===== src/rtl/lcd_display_nios2_qsys_0_oci_dct_packer.sv =====
// lcd_display_nios2_qsys_0_oci_dct_packer: packs 3-bit trace atoms into 30-bit words with a double-buffered output
module lcd_display_nios2_qsys_0_oci_dct_packer #(
  parameter int ATOM_W = 3,
  parameter int ATOMS  = 10,
  parameter int CNT_W  = 4
) (
  input  logic                    clk,
  input  logic                    reset_n,
  input  logic                    atom_valid,
  input  logic [ATOM_W-1:0]       atom_data,
  output logic                    atom_ready,
  input  logic                    flush,
  output logic [ATOM_W*ATOMS-1:0] dct_buffer,
  output logic [CNT_W-1:0]        dct_count,
  output logic                    dct_valid,
  input  logic                    dct_ready,
  output logic                    test_ending,
  output logic                    test_has_ended
);
  localparam int W  = ATOM_W * ATOMS;
  localparam int IW = $clog2(W);
  typedef enum logic [1:0] {FILL, FULL, FLUSH, DONE} state_t;
  state_t         state, state_nx;
  logic [W-1:0]   acc;
  logic [CNT_W-1:0] acc_cnt;
  logic [IW-1:0]  idx;
  logic           flush_pend, slot_free, accept, load, finish;
  // handshake decode and next-state selection; flush in FILL beats an incoming atom
  always_comb begin
    slot_free  = !dct_valid || dct_ready;
    atom_ready = reset_n && state == FILL && !flush;
    accept     = atom_valid && atom_ready;
    load       = slot_free && (state == FULL || (state == FLUSH && acc_cnt != '0));
    finish     = state == FLUSH && acc_cnt == '0 && slot_free;
    idx        = IW'(acc_cnt) * IW'(ATOM_W);
    state_nx   = state;
    if (state == FILL && flush) state_nx = FLUSH;
    else if (accept && acc_cnt == CNT_W'(ATOMS - 1)) state_nx = FULL;
    else if (state == FULL && load) state_nx = (flush_pend || flush) ? FLUSH : FILL;
    else if (finish) state_nx = DONE;
  end
  // state register
  always_ff @(posedge clk) state <= !reset_n ? FILL : state_nx;
  // accumulator, output register and end-of-test flags
  always_ff @(posedge clk) begin
    if (!reset_n) begin
      acc            <= '0;
      acc_cnt        <= '0;
      dct_buffer     <= '0;
      dct_count      <= '0;
      dct_valid      <= 1'b0;
      flush_pend     <= 1'b0;
      test_ending    <= 1'b0;
      test_has_ended <= 1'b0;
    end else begin
      if (load) begin
        acc     <= '0;
        acc_cnt <= '0;
      end else if (accept) begin
        acc     <= acc | (W'(atom_data) << idx);
        acc_cnt <= acc_cnt + 1'b1;
      end
      if (load) begin
        dct_buffer <= acc;
        dct_count  <= acc_cnt;
        dct_valid  <= 1'b1;
      end else if (dct_ready) begin
        dct_buffer <= '0;
        dct_count  <= '0;
        dct_valid  <= 1'b0;
      end
      flush_pend <= state == FULL && (flush_pend || flush);
      if ((state == FILL || state == FULL) && flush) test_ending <= 1'b1;
      if (finish) begin
        test_ending    <= 1'b0;
        test_has_ended <= 1'b1;
      end
    end
  end
endmodule

===== config.mk =====
export PLATFORM = sky130hd
export DESIGN_NAME = lcd_display_nios2_qsys_0_oci_dct_packer
export DESIGN_NICKNAME = d
export VERILOG_FILES = /design/src/rtl/lcd_display_nios2_qsys_0_oci_dct_packer.sv
export SDC_FILE = /design/constraint.sdc
export NUM_CORES = 1
export LEC_CHECK = 0
export CAP_MARGIN = 20
export CORE_MARGIN = 2
export CORE_UTILIZATION = 54
export DETAILED_ROUTE_END_ITERATION = 7
export HOLD_SLACK_MARGIN = 0.03
export PLACE_DENSITY = 0.9
export SLEW_MARGIN = 20
export SYNTH_ARGS = -nofsm -noshare
export SYNTH_HDL_FRONTEND = slang
export SYNTH_SLANG_ARGS = --single-unit

===== constraint.sdc =====
create_clock -name clk -period 2.8 [get_ports clk]
set_clock_uncertainty 0.15 [all_clocks]
set_input_delay 0.56 -clock clk [delete_from_list [all_inputs] [get_ports clk]]
set_output_delay 0.56 -clock clk [all_outputs]
set_load 0.01 [all_outputs]

==> results of run 1 <==
## final timing paths
kind                      startpoint                     endpoint  slack (ns)  cells after the start
min reg2reg     acc[25]$_SDFFE_PP0P_  dct_buffer[25]$_SDFFE_PN0P_        0.31                      2
max                            flush                   atom_ready        0.18                      3
max reg2reg  acc_cnt[1]$_SDFFE_PP0P_         acc[24]$_SDFFE_PP0P_        0.26                      8
min             acc[25]$_SDFFE_PP0P_  dct_buffer[25]$_SDFFE_PN0P_        0.31                      2
## worst min-delay path: cells and delay by family, from the launching register on
family / cells / cell delay [ns]
simple gates: 1 / 0.05
flops: 1 / 0.32
compound gates: 1 / 0.05
## kinds of logic after synthesis
| family | after synthesis |
|---|---|
| and+or+nand+nor | 147 |
| AOI/OAI and AO/OA | 86 |
| DFF | 74 |
| buffers and inverters | 35 |
| adders and majority gates | 8 |
| xor gates and xnor gates | 7 |
| muxes | 3 |
## power by group through the flow
stage               logic [mW]  clock network [mW]  registers [mW]
floorplan                0.101                   0            1.09
global placement         0.150                   0            1.09
detailed placement       0.153                   0            1.09
CTS                      0.154               0.823            1.07
global route             0.169               0.872            1.07
finish                   0.154               0.802            1.07
## registers in the layout, summed over array words and instances (netlist names)
name,flops
test_has_ended,1
dct_count,4
acc_cnt,4
dct_buffer,30
state,2
dct_valid,1
test_ending,1
flush_pend,1
acc,30
## layout make-up
class                           instances  share of cell area, %
Timing Repair Buffer                   62                   14.9
Multi-Input combinational cell        251                   39.0
Sequential cell                        74                   38.1
Inverter                                8                  0.772
Clock buffer                            9                   3.19
Clock inverter                          7                   1.80
Tap cell                               72                   2.32
## per-layer routing
metal | vias to the layer above | track usage, % | share of wire (%)
li1 | 1344 | - | -
met1 | 1270 | 30.4 | 44
met2 | 86 | 38.4 | 48
met3 | 12 | 5.39 | 6.4
met4 | 0 | 9.32 | 1.6
met5 | - | 0 | 0
## metrics by stage
stage	hold WS (ns)	instances	utilization [%]	area, sq um
after floorplan	0.276	360	-	3170
after global placement	0.295	467	66.3	3690
after detailed placement	0.298	467	66.3	3690
after CTS	0.309	483	69.8	3890
after global routing	0.325	483	69.8	3890
final	0.308	483	69.8	3890
## cell usage in the layout, fill, tap and decap left out, drive strengths merged, types with 2 or more instances in the layout
cell	n
a41oi	2
a32o	4
a21o	2
xnor2	6
buf	17
clkinv	6
ha	7
clkbuf	9
inv	7
nand3	6
o2bb2ai	5
o22ai	2
nor4b	2
nand4	4
nand2b	2
nor2	34
nor3	2
a21oi	52
a31oi	11
mux2i	3
o21ai	5
clkdlybuf4s50	45
nand3b	36
nand2	49
nor2b	5
dfxtp	74
==> summary.md, run 1 <==
| Metric | Value |
|---|---|
| Outcome | finished, final reports clean |
| Hold Crit Class | flip-flop to flip-flop |
| Clock power frac | between 30% and 40% |
| Cell Chain, Critical Path | clkdlybuf4s50_1 > nor4b_4 > clkdlybuf4s50_1 |
| Syn nets | 376 |
| Max VDD drop | 0.313 mV |
| Net switching fraction of the power | about a quarter |
| Wire per inst | 14.5 um |
| Gr usage total | a little under a quarter |
| Initial antenna violation count | 0 |
| Top Ports | 46 |
| Number of port buffers | 45 |
| Initial Util | 56.8% |
| CTS resizes | 0 |
| Worst setup EP type | output port |
| # rows | 27 |
| DR iter-0 viols | between 200 and 300 |
| Top delay family on crit path | buffers and inverters |
| Synthesis Warnings | 0 |
| Unique masters post-synth | 46 |
| Highest Clock Rate | around 0.38 GHz |
| Largest net degree at the start of global routing | 41 |
| Most numerous cell in the Yosys netlist | dfxtp_1 |
| Sequential Power Share | 52.7% |
| Grt total ovfl | 0 |
| Synth top area share | 46.8% |
| Setup_tns | 0 ns |
| Post-synth EDFFs | 0 |
| Top post-synthesis cells by area | dfxtp_1, nand3b_1, a21oi_1 |
| Slowest cell on crit path | clkdlybuf4s50_1 |
| Worst Max-Slew Pin Slew | 0.667 ns |
| Complex-gate fraction of the synthesized area | 16.4% |
| First-pass GRT wire length | 11.9 mm |
| Synth Instances | 360 |
| Inserted Diodes | 0 |
| H-tree depth | 3 |
| DR DRC count | 0 |
| Inserted Clock Buffers | 9 |
| Slew headroom | 55.4% |
| Area occupied by multi-input gates | 1520 sq um |
| CP Class | input port to output port |
| Via count | 2712 |
| Unrepaired setup endpoints after global routing | no |
| Worst path arrival time | 1.91 ns |
| Clock Root Buffer | clkbuf_8 |
| CP Max Fanout | 5 |
| CP peak stage delay | 0.58 ns |
| Slack of the critical path | 0.183 ns |
| Fillers | around 450 |
| Post-route ant nets | 0 |
| Count of final setup violators | 0 |
| Reg clk slew, reported paths | 0.07 ns |
| CP most frequent cell | clkdlybuf4s50_1 |
| Drt pass-1 iters | 4 |
| Chip width | 80.6 um |
| Latest clock arrival within the worst-skew pair | between 0.3 and 0.4 ns |
| Crit path launch type | input port |
| Hold buffers post-CTS | 0 |
| Register area | 1480 sq um |
| Min cycle time layout | roughly 2.6 ns |
| Number of global-route vias before repair | 2556 |
| Power density cells | 520 nW/um^2 |
| Final nets | roughly 420 |
| Largest family of logic cells by synthesized area | simple AND/OR/NAND/NOR gates |
| Adder-Cell Fraction of Synth Area | 3.40% |
| Core area | 5570 sq um |
| Final Hold Fails | 0 |
| Worst Path Buf+Inv | 2 |
| Clock sink total | 74 |
| Slew Viols, Final | 0 |
| NetSw | 0.495 mW |
| Synth Area in XOR/XNOR | 2.17% |
| Internal | about 1.5 mW |
| Power after layout | ~2.0 mW |
| Layout area overhead | 22.8% |
| Mux cell area share after synthesis | 0.948% |
| Period Utilization, post-route | 93.5% |
| Primary FF master, synth | dfxtp_1 |
| Sequential fraction of the synthesis area | 46.8% |
| Synth Cell Area | 3170 sq um |
| Max Cap Viol | 0 |
| Mapped Avg Cell Area | between 8 and 9 sq um |
| Setup Buffers After CTS | 0 |
| DP Worst Slack | 0.176 ns |
| CTS tree | yes |
| Gpl congestion | 0.903 |
| Total Wirelength | 6.98 mm |
| CTS Buffer Depth | 2 |
| Synth Area in Simple Gates | 24.9% |
| Pleak | 1.32 nW |
| Die ar. | 6490 sq um |
| #FFs+latches synth | 74 |
| Asr flop ratio synth | 0% |
| Top post-synthesis cells by count | dfxtp_1, a21oi_1, nand2_1 |
| Vias per cell | 5.61 |
| Layout cells sized above 1 | 10.5% |
| Combinational share of power | 7.6% |
| Leading area contributor after synthesis | dfxtp_1 |
| Die height | just over 80 um |
| Critical Path RT | 2.09 ns |
| Final HPWL DP | 4.89 mm |
Note: power is estimated with default switching activity, not from simulation.
==> run 2, diff against run 1 <==
- SLEW_MARGIN: 20 -> 25
==> results of run 2 <==
Final layout, timing and power as in run 1 (identical DEF).
==> run 3, diff against run 2 <==
- CORE_UTILIZATION: 54 -> 45
- PLACE_DENSITY: 0.9 -> 0.79
==> run 3 against run 2 <==
Critical path depth unchanged; largest power group unchanged; via count increased by 0.52%; sequential share of layout area decreased by 0.38 points; critical endpoint unchanged.
==> summary.md, run 3 (synthesis gave the netlist of run 1 again) <==
| Metric | Value |
|---|---|
| Crit path launch type | input port |
| Period Utilization, post-route | between 90% and 100% |
| Setup Buffers After CTS | 0 |
| Most common cell after layout, fill and taps aside | dfxtp_1 |
| Die height | 87.9 um |
| DR iter-0 viols | 187 |
| Slew headroom | 67.9% |
| Power after layout | ~2.1 mW |
| Slew Viols, Final | 0 |
| Final hold slack | 0.303 ns |
| Core area | 6790 sq um |
| CP most frequent cell | clkdlybuf4s50_1 |
| Launch point of the critical path | flush |
| Count of final setup violators | 0 |
| Vias per cell | 5.38 |
| Reg2reg setup slack | 0.24 ns |
| Final HPWL DP | ~5 mm |
| Fillers | 606 |
| Worst setup EP type | output port |
| Die ar. | slightly below 8000 sq um |
| CTS Buffer Depth | 2 |
| Largest net degree at the start of global routing | 35 |
| Via count | 2726 |
| Number of port buffers | 45 |
| CTS tree | yes |
| Reg clk slew, reported paths | 0.08 ns |
| H-tree depth | 3 |
| Grt total ovfl | 0 |
| Gr usage total | 20.7% |
| Gpl congestion | 0.849 |
| Worst Path Buf+Inv | 2 |
| Post-route ant nets | 0 |
| Slowest cell on crit path | clkdlybuf4s50_1 |
| Power density cells | 526 nW/um^2 |
| Unrepaired setup endpoints after global routing | no |
| Worst Max-Slew Pin Slew | 0.480 ns |
| Max Cap Viol | 0 |
| Min-delay src | acc[10]$_SDFFE_PP0P_ |
| CTS resizes | 0 |
| Layout cells sized above 1 | 10.5% |
| Top Ports | 46 |
| Drt pass-1 iters | 4 |
| Biggest regs | acc: 30 flops, dct_buffer: 30 flops |
| CP peak stage delay | 0.58 ns |
| Register area | 1480 sq um |
| Slack of the critical path | 0.157 ns |
| Hold Crit Class | flip-flop to flip-flop |
| CP Class | input port to output port |
| Setup_tns | 0 ns |
| Top delay family on crit path | buffers and inverters |
| Inserted Diodes | 0 |
| Clock Root Buffer | clkbuf_8 |
| CP Max Fanout | 5 |
| Final Hold Fails | 0 |
| Final nets | 422 |
| Critical Path RT | 2.09 ns |
| Hold buffers post-CTS | 0 |
| Worst path arrival time | 1.93 ns |
| # rows | 30 |
| DR DRC count | 0 |
| Number of global-route vias before repair | approximately 2700 |
| Outcome | finished, final reports clean |
| Area occupied by multi-input gates | approximately 1500 sq um |
| Min cycle time layout | 2.64 ns |
| Wire per inst | ~14 um |
| Chip width | 87.9 um |
| Layout area overhead | 24.0% |
| Clock sink total | 74 |
| Initial antenna violation count | 0 |
| Highest Clock Rate | 0.378 GHz |
| Inserted Clock Buffers | 9 |
| Latest clock arrival within the worst-skew pair | 0.35 ns |
| Most frequent cells in the layout | dfxtp_1, a21oi_1, nand2_1 |
| DP Worst Slack | roughly 0.16 ns |
| Max VDD drop | 0.294 mV |
| Final core occ | 57.8% |
| R2R Path Start | acc_cnt[1]$_SDFFE_PP0P_ |
| Cell Chain, Critical Path | clkdlybuf4s50_1 > nor4b_4 > clkdlybuf4s50_1 |
| Pleak | approximately 1.3 nW |
| Total Wirelength | 7.31 mm |
| Initial Util | 46.6% |
| First-pass GRT wire length | 12.4 mm |
run 3: cell types whose count changed in the layout (fill, tap and decap cells not counted):
cell      before  now
inv_6          0    1
clkbuf_8       9   10
clkinv_2       3    2
clkinv_4       2    1
run 3: power by group:
part	switching [mW]	total, mW	internal, mW	leakage (nW)
Clock	0.404	0.840	0.437	0.103
Combinational	0.0986	0.159	0.0604	0.623
Sequential	0.00809	1.07	1.06	0.597
run 3: area by class of cell:
type                       instances  share of cell area (%)
sequential                        74                    37.7
multi-input combinational        251                    38.6
clock buffer                      10                    3.50
clock inverter                     6                    1.66
tap                               96                    3.06
inverter                           8                   0.765
timing repair buffer              62                    14.7
run 3: per-layer routing:
metal | wire (um) | up-vias | global-route usage, %
met3 | 489 | 15 | 4.43
li1 | - | 1350 | -
met4 | 159 | 0 | 9.79
met5 | 0 | - | 0
met2 | 3390 | 97 | 32.9
met1 | 3280 | 1264 | 27.0
run 3: worst paths after layout:
check | to | cells past startpoint
min | acc[10]$_SDFFE_PP0P_ | 2
max | atom_ready | 3
max reg2reg | acc[9]$_SDFFE_PP0P_ | 8
min reg2reg | acc[10]$_SDFFE_PP0P_ | 2
run 3: worst min-delay path, cell delays in order, from the launching register on:
cell and delay (ns):
dfxtp_1 0.32, inv_1 0.05, a21oi_1 0.05
run 3: stage by stage:
stage                     instance area [sq um]  cells
final                                      3930    507
after CTS                                  3930    507
after floorplan                            3170    360
after global placement                     3720    491
after detailed placement                   3720    491
after global routing                       3930    507
